--- src/rtl/uart_avm_pkg.sv ---
// Shared definitions for the UART Avalon-MM arbiter: register map, FSM states, command format.
package uart_avm_pkg;
  localparam int AVM_AW = 5;
  localparam int AVM_DW = 32;

  localparam logic [AVM_AW-1:0] RXDATA = 5'd0;
  localparam logic [AVM_AW-1:0] TXDATA = 5'd4;
  localparam logic [AVM_AW-1:0] CTRL   = 5'd8;

  localparam int CTRL_RX_RDY = 7;
  localparam int CTRL_TX_RDY = 6;

  typedef enum logic [1:0] {
    IDLE = 2'd0,
    BUS  = 2'd1,
    DONE = 2'd2
  } arb_state_t;

  typedef struct packed {
    logic              wr;
    logic [AVM_AW-1:0] addr;
    logic [AVM_DW-1:0] wdata;
  } avm_cmd_t;
endpackage

--- src/rtl/uart_rr_pick2.sv ---
// Combinational 2-way round-robin pick: on contention the client not granted last time wins.
module uart_rr_pick2 (
  input  logic [1:0] req,
  input  logic       last,
  output logic [1:0] grant,
  output logic       gnt_id
);
  always_comb begin
    gnt_id = (req == 2'b11) ? ~last : req[1];
    grant  = 2'b00;
    if (|req) grant[gnt_id] = 1'b1;
  end
endmodule

--- src/rtl/uart_avm_arbiter.sv ---
// Shares the UART core's Avalon-MM slave between a TX client (0) and an RX/status poller (1),
// with round-robin grant, waitrequest handling and a stall watchdog.
module uart_avm_arbiter
  import uart_avm_pkg::*;
#(
  parameter int TIMEOUT = 256,
  parameter int AW      = 5,
  parameter int DW      = 32
) (
  input  logic          i_clk,
  input  logic          i_rst,
  input  logic          i_c0_req,
  input  logic          i_c0_wr,
  input  logic [AW-1:0] i_c0_addr,
  input  logic [DW-1:0] i_c0_wdata,
  output logic          o_c0_ack,
  output logic [DW-1:0] o_c0_rdata,
  output logic          o_c0_err,
  input  logic          i_c1_req,
  input  logic          i_c1_wr,
  input  logic [AW-1:0] i_c1_addr,
  input  logic [DW-1:0] i_c1_wdata,
  output logic          o_c1_ack,
  output logic [DW-1:0] o_c1_rdata,
  output logic          o_c1_err,
  output logic [AW-1:0] o_address,
  output logic          o_read,
  output logic          o_write,
  output logic [DW-1:0] o_writedata,
  input  logic [DW-1:0] i_readdata,
  input  logic          i_waitrequest
);
  localparam int WDW = $clog2(TIMEOUT);
  localparam logic [WDW-1:0] WD_LAST = WDW'(TIMEOUT - 1);

  arb_state_t           state_q, state_d;
  logic                 owner_q, owner_d;
  logic                 wr_q, wr_d;
  logic [AW-1:0]        addr_q, addr_d;
  logic [DW-1:0]        wdata_q, wdata_d;
  logic                 read_q, read_d;
  logic                 write_q, write_d;
  logic [WDW-1:0]       wd_q, wd_d;
  logic                 last_q, last_d;
  logic [DW-1:0]        rdbuf_q, rdbuf_d;
  logic                 abort_q, abort_d;
  logic [1:0]           ack_q, ack_d;
  logic [1:0]           err_q, err_d;
  logic [1:0][DW-1:0]   rdata_q, rdata_d;

  logic [1:0] req_m, grant;
  logic       gnt_id;

  // A client still sees its req high during its ack cycle; mask it so it is not re-granted.
  assign req_m = {i_c1_req & ~ack_q[1], i_c0_req & ~ack_q[0]};

  uart_rr_pick2 u_pick (
    .req    (req_m),
    .last   (last_q),
    .grant  (grant),
    .gnt_id (gnt_id)
  );

  always_comb begin
    state_d = state_q;
    owner_d = owner_q;
    wr_d    = wr_q;
    addr_d  = addr_q;
    wdata_d = wdata_q;
    read_d  = read_q;
    write_d = write_q;
    wd_d    = wd_q;
    last_d  = last_q;
    rdbuf_d = rdbuf_q;
    abort_d = abort_q;
    ack_d   = 2'b00;
    err_d   = 2'b00;
    rdata_d = rdata_q;
    case (state_q)
      IDLE: if (|grant) begin
        owner_d = gnt_id;
        wr_d    = gnt_id ? i_c1_wr    : i_c0_wr;
        addr_d  = gnt_id ? i_c1_addr  : i_c0_addr;
        wdata_d = gnt_id ? i_c1_wdata : i_c0_wdata;
        read_d  = ~wr_d;
        write_d = wr_d;
        wd_d    = '0;
        abort_d = 1'b0;
        state_d = BUS;
      end
      BUS: begin
        if (!i_waitrequest) begin
          if (!wr_q) rdbuf_d = i_readdata;
          read_d  = 1'b0;
          write_d = 1'b0;
          state_d = DONE;
        end else if (wd_q == WD_LAST) begin
          read_d  = 1'b0;
          write_d = 1'b0;
          abort_d = 1'b1;
          state_d = DONE;
        end else begin
          wd_d = wd_q + 1'b1;
        end
      end
      DONE: begin
        ack_d[owner_q] = 1'b1;
        err_d[owner_q] = abort_q;
        // Read data is published together with the ack so rdata never moves ahead of it.
        if (!wr_q && !abort_q) rdata_d[owner_q] = rdbuf_q;
        last_d  = owner_q;
        wd_d    = '0;
        state_d = IDLE;
      end
      default: state_d = IDLE;
    endcase
  end

  always_ff @(posedge i_clk or posedge i_rst) begin
    if (i_rst) begin
      state_q <= IDLE;
      owner_q <= 1'b0;
      wr_q    <= 1'b0;
      addr_q  <= '0;
      wdata_q <= '0;
      read_q  <= 1'b0;
      write_q <= 1'b0;
      wd_q    <= '0;
      last_q  <= 1'b1;
      rdbuf_q <= '0;
      abort_q <= 1'b0;
      ack_q   <= 2'b00;
      err_q   <= 2'b00;
      rdata_q <= '0;
    end else begin
      state_q <= state_d;
      owner_q <= owner_d;
      wr_q    <= wr_d;
      addr_q  <= addr_d;
      wdata_q <= wdata_d;
      read_q  <= read_d;
      write_q <= write_d;
      wd_q    <= wd_d;
      last_q  <= last_d;
      rdbuf_q <= rdbuf_d;
      abort_q <= abort_d;
      ack_q   <= ack_d;
      err_q   <= err_d;
      rdata_q <= rdata_d;
    end
  end

  assign o_address   = addr_q;
  assign o_writedata = wdata_q;
  assign o_read      = read_q;
  assign o_write     = write_q;
  assign o_c0_ack    = ack_q[0];
  assign o_c1_ack    = ack_q[1];
  assign o_c0_err    = err_q[0];
  assign o_c1_err    = err_q[1];
  assign o_c0_rdata  = rdata_q[0];
  assign o_c1_rdata  = rdata_q[1];
endmodule
--- config.mk ---
export PLATFORM = sky130hd
export DESIGN_NAME = uart_avm_arbiter
export DESIGN_NICKNAME = d
export VERILOG_FILES = /design/src/rtl/uart_avm_pkg.sv /design/src/rtl/uart_rr_pick2.sv /design/src/rtl/uart_avm_arbiter.sv
export SDC_FILE = /design/constraint.sdc
export NUM_CORES = 1
export LEC_CHECK = 0
export ABC_AREA = 1
export BUFFER_PORTS_ARGS = -buffer_cell sky130_fd_sc_hd__buf_2
export CAP_MARGIN = 20
export CORE_ASPECT_RATIO = 1.75
export CORE_MARGIN = 4
export CORE_UTILIZATION = 54
export CTS_CLUSTER_DIAMETER = 120
export CTS_CLUSTER_SIZE = 10
export DETAILED_ROUTE_END_ITERATION = 6
export PLACE_DENSITY = 0.85
export SLEW_MARGIN = 0
export SYNTH_ARGS = -nofsm -noshare
export SYNTH_HDL_FRONTEND = slang
export SYNTH_SLANG_ARGS = --single-unit
--- constraint.sdc ---
create_clock -name i_clk -period 9.7 [get_ports i_clk]
set_input_delay 0.485 -clock i_clk [delete_from_list [all_inputs] [get_ports i_clk]]
set_output_delay 0.485 -clock i_clk [all_outputs]
set_load 0.02 [all_outputs]
======== Word-level counts from Yosys, hierarchy flattened ========
Index checks and enable logic that the tools add are counted.
storage, ports and cells
  bits in registers ....................... 153
  bits of input ports ..................... 113
  output and inout bits ................... 107
  logic and storage cells ................. 87
operators by class
  $add $sub $neg .......................... 1
  order comparisons ....................... 4
  equality and inequality tests ........... 9
  mux-type cells .......................... 32
  bitwise logic cells ..................... 9
  reduce and logical (&&, ||, !) cells .... 17
operators with widths
  cell                   number
  $bwmux W64             1
  $mux W32               2
  $demux W32 S1          1
  $mux W8                3
  $pmux W8 S3            1
  $mux W2                6
  $mux W1                11
  $add A8 B1 Y8 const B  1
  $eq A8 B8 Y1 const B   1
  $ne A2 B2 Y1 const B   4
  $reduce_and A4 Y1      2
  $not A1 Y1             6
  $pmux W1 S2            3
  $reduce_and A2 Y1      3
  $reduce_and A3 Y1      2
  $mux W5                1
  $eq A2 B2 Y1 const B   2
  $lt A1 B2 Y1 const B   2
  $pmux W2 S2            1
  $reduce_or A2 Y1       2
  $logic_and A1 B1 Y1    3
  $ne A3 B3 Y1 const B   1
  $reduce_bool A3 Y1     1
  $and A1 B1 Y1          2
  7 further kinds        10

======== Logic depth before layout (Yosys ltp) ========
  depth in word-level cells ............... 12
  depth in mapped cells ................... 9
  depth with buffers taken out ............ 8

======== Cells and area by module ========
Synthesis repeated with hierarchy kept, for this count alone.
second synthesis, totals
  cells, all modules ...................... 685
  area total of the unflattened synthesis .. 6537.5 um^2
modules (own cells, without submodules)
  module            times used  cells each  area each (um^2)  seq. area each (um^2)
  uart_avm_arbiter  1           679         6512.5            3829.9
  uart_rr_pick2     1           6           25.0              0.0

======== Worst setup path before layout ========
No wires, ideal clock.
  kind .................................... reg-to-reg
  start point ............................. reg wd_q[0]
  end point ............................... reg wd_q[0]
  data arrival time ....................... 1.234 ns
  data required time ...................... 9.635 ns
  path slack .............................. 8.401 ns
  stages on the path, launching flop included .. 9
  path buffers ............................ 0
  period minus slack after synthesis ...... 1.299 ns
  cell sequence ........................... dfrtp_1 ha_1 nand2_1 nor2_2 nand3_1 nand2_2 nor2_4 nand2_1 nand2_1
between the ends
  word-level cells in the longest chain between the ends .. 4
RTL lines
  item                    line                     RTL
  from (decl)             uart_avm_arbiter.sv:43   logic [WDW-1:0] wd_q, wd_d;
  from (signal assigned)  uart_avm_arbiter.sv:143  wd_q <= wd_d;
  $add A8 B1 Y8           uart_avm_arbiter.sv:103  wd_d = wd_q + 1'b1;
  $mux W8                 uart_avm_arbiter.sv:97   end else if (wd_q == WD_LAST) begin
  $mux W8                 uart_avm_arbiter.sv:92   if (!i_waitrequest) begin
  $pmux W8 S3             uart_avm_arbiter.sv:79   case (state_q)
Several ways; a longest one is shown, not always the timed one. The select of a mux whose other input is x is not followed.
A chain may end at the register's enable or synchronous reset.

======== Worst setup path in the final report ========
  start point ............................. reg last_q
  end point ............................... reg wdata_q[29] (netlist: o_writedata[29])
between the ends
  word-level cells in the longest chain between the ends .. 9
RTL lines
  item                                                                line                     RTL
  from (decl)                                                         uart_avm_arbiter.sv:44   logic last_q, last_d;
  from (signal assigned)                                              uart_avm_arbiter.sv:144  last_q <= last_d;
  $not A1 Y1 *                                                        uart_rr_pick2.sv:9       gnt_id = (req == 2'b11) ? ~last : req[1];
  $mux W1 *                                                           uart_rr_pick2.sv:9
  $lt A1 B2 Y1 (not written as such) or $ge A1 B1 Y1 (tied branches)  uart_rr_pick2.sv:11      if (|req) grant[gnt_id] = 1'b1;
  $logic_and A1 B1 Y1 (not written as such)                           uart_rr_pick2.sv:11
  $mux W1 (not written as such)                                       uart_rr_pick2.sv:11
  $demux W1 S1                                                        --
  $mux W2                                                             uart_rr_pick2.sv:11
  $reduce_or A2 Y1                                                    uart_avm_arbiter.sv:80   IDLE: if (|grant) begin
  $reduce_and A2 Y1 (no line)                                         --
  to (signal assigned)                                                uart_avm_arbiter.sv:140  wdata_q <= wdata_d;
  to (decl)                                                           uart_avm_arbiter.sv:40   logic [DW-1:0] wdata_q, wdata_d;
Mark *: on every way between the ends. The rest lies on a longest branch, timed or not.

==> key figures <==
Clocking
  – Resized Gates After CTS: 0
  – Clk pin slew, worst setup/hold paths: 70 ps
  – Clk Tree Root Cell: clkbuf_16
  – Hold_buf cts: 0
  – CTS tree: done
  – Total CTS buffers: 17
  – Clock Sinks: 153
  – Max H-tree Level: 4
  – Maximum clock path buffer count: 2
  – Worst-Skew Late Latency: ~420 ps
  – Post-CTS Setup Inserts: 0

Min path
  – Hold WC Path Type: input port to async pin

Cells and area
  – Cell area after layout: 8190 µm²
  – FF+latch area: 3830 µm²
  – Antenna Cells: 0
  – Fillcell total: between 900 and 1000
  – Area occupied by multi-input gates: 2260 µm²
  – Post-layout net count: slightly above 1000
  – Share of post-route cells with drive strength above 1: 38.6%
  – Area Growth Syn to Fin: 25.2%

STA
  – RSZ-0062 raised after global routing: false
  – Slew HR: 37.0%
  – Final Hold Viols: 0
  – Setup Skew: approximately 6.8 ps
  – Min Tclk post-route: 1800 ps
  – Final setup violating endpoints: 0
  – Setup TNS: 0 ps
  – Actual slew at the worst max-slew pin: ~950 ps
  – Final setup margin: 7900 ps
  – Tcrit/Tclk final: a little under a fifth
  – Fin. max-slew vios: 0
  – F_max: around 0.55 GHz

Setup path
  – CP endpoint kind: flip-flop
  – Reg2Reg Depth: 6
  – Worst Setup Start Kind: flip-flop
  – Critical-path maximum fanout: 42
  – CP arrival: 2100 ps
  – Worst endpoint required time: 10000 ps
  – Crit Path Class: flip-flop to flip-flop

Global route
  – Largest net degree at the start of global routing: 80
  – Gr usage total: 22.9%
  – Vias in the first global route: about 5300
  – Total congestion overflow: 0
  – Initial antenna violation count: 0
  – Global-route wire length before repair: 26000 µm

Power and ir drop
  – Worst vdd ir: 0.201 mV
  – Pwr dens: 354 nW/µm²
  – P_leak: 4.23 nW

Status
  – Status: finished clean

Floorplanning
  – Cell row count: 52
  – Initial Util: 55.9%
  – Core area: between 10000 and 15000 µm²
  – IO Count: 220
  – DIE WIDTH: slightly above 90 µm
  – Die height: 154 µm
  – Die area: 14000 µm²

Route
  – WL per Instance: 15.1 µm
  – Post-DRT Antenna Nets: 0
  – Starting DRC count in detailed routing: 234
  – Pre-antenna DRT Iters: 4
  – Final wirelength: 15700 µm
  – Via density per instance: 5.11
  – Via count: 5320
  – Final routed DRC violation total: 0

Logic synthesis
  – Syn Nets: 799
  – Gate Count Post-Synth: 685
  – Post-synthesis sequential area ratio: about three fifths
  – Synthesis warning total: 0
  – Synth Register Bits: 153
  – Synth unique cells: 27
  – Mean Syn Cell Area: roughly 9.5 µm²
  – Synthesized area: 6540 µm²

Placed design
  – Post-Place Cell Area: 7590 µm²
  – Hpwl dp: 11100 µm
  – RD Place Congestion: 0.842
  – Pre-CTS WS: ~7500 ps
  – IO Port Bufs: 219

Flow run
  – Maxcap violations: 0
==> layer usage <==
metal	vias up	wire length (µm)	share of wire, %	global-route usage (%)
met4	0	333	2.1	7.48
met3	29	1180	7.5	6.60
met1	2453	6100	39	27.2
met5	-	0	0	0
met2	206	8110	52	40.0
li1	2632	-	-	-
==> worst max-delay path, stage by stage, from the launching register on <==
cell and delay, ps:
dfstp_2 520, nand3_1 70, nand2_1 60, buf_4 380, inv_2 380, nand2_1 160, a21oi_1 70
==> placed cells by master (no fill, tap or decap), drive strengths merged <==
cell,count
a21oi,110
buf,224
bufinv,1
clkbuf,18
clkinv,4
clkinvlp,2
dfrtp,152
dfstp,1
ha,1
inv,60
nand2,151
nand3,8
nand4,1
nor2,92
nor3,2
o211ai,1
o21ai,77
o21bai,2
==> worst paths after layout <==
path / slack (ps) / start / end
worst max-delay path: 7900 / last_q / o_writedata[29]
worst min-delay path: 170 / i_rst / o_c1_rdata[14]
worst min register to register: 470 / o_read / o_read
worst max register to register: 7900 / last_q / o_writedata[29]
max in group asynchronous: 8110 / i_rst / rdbuf_q[3]
min in group i_clk: 300 / i_readdata[8] / rdbuf_q[8]
==> registers in the layout, indices dropped and copies added (netlist names), 2 cells and up <==
signal	cells
err_q	2
o_c0_rdata	32
ack_q	2
o_address	5
o_writedata	32
rdbuf_q	32
state_q	2
o_c1_rdata	32
wd_q	8
==> cell usage after synthesis (all sizes together) <==
cell / n / area share, %
nor3: 2 / 0.15
o21bai: 2 / 0.23
inv: 53 / 3.1
nand4: 1 / 0.096
dfstp: 1 / 0.40
o211ai: 1 / 0.11
o21ai: 77 / 6.8
ha: 1 / 0.19
a21oi: 110 / 10
nor2: 92 / 6.8
nand2: 151 / 9.1
buf: 29 / 3.6
nand3: 8 / 0.80
clkbuf: 5 / 0.29
dfrtp: 152 / 58
==> logic make-up (layout without fill, tap and decap cells) <==
kind of cell	count (synthesis)	count (layout)	synth area share, %
compound gates	190	190	17.3
buf+inv	87	309	6.96
simple gates	254	254	16.9
fa+ha+maj	1	1	0.191
flops	153	153	58.6
==> stage by stage <==
| step | util (%) | hold slack [ps] | total power [mW] | cells |
|---|---|---|---|---|
| 5_1_grt | 69.9 | 229 | 3.10 | 1042 |
| 3_3_place_gp | 64.8 | 453 | 2.24 | 1009 |
| 4_1_cts | 69.7 | 194 | 2.92 | 1041 |
| 3_5_place_dp | 64.8 | 462 | 2.27 | 1009 |
| 6_report | 69.9 | 167 | 2.90 | 1042 |
| 2_1_floorplan | - | 486 | 1.91 | 685 |
==> layout make-up <==
| cell class | instances | share of cell area [%] |
|---|---|---|
| multi-input cells | 445 | 27.5 |
| inverters | 53 | 2.52 |
| flip-flops and latches | 153 | 46.8 |
| repair buffers | 224 | 14.1 |
| well taps | 135 | 2.06 |
| clock buffers | 18 | 5.36 |
| clock inverters | 14 | 1.67 |
==> where the power goes <==
part / leakage [nW] / internal (mW) / switching, mW
clock network: 0.280 / 0.366 / 0.273
registers: 1.82 / 0.928 / 0.142
logic: 2.13 / 0.387 / 0.801
(Power assumes the default switching activity.)
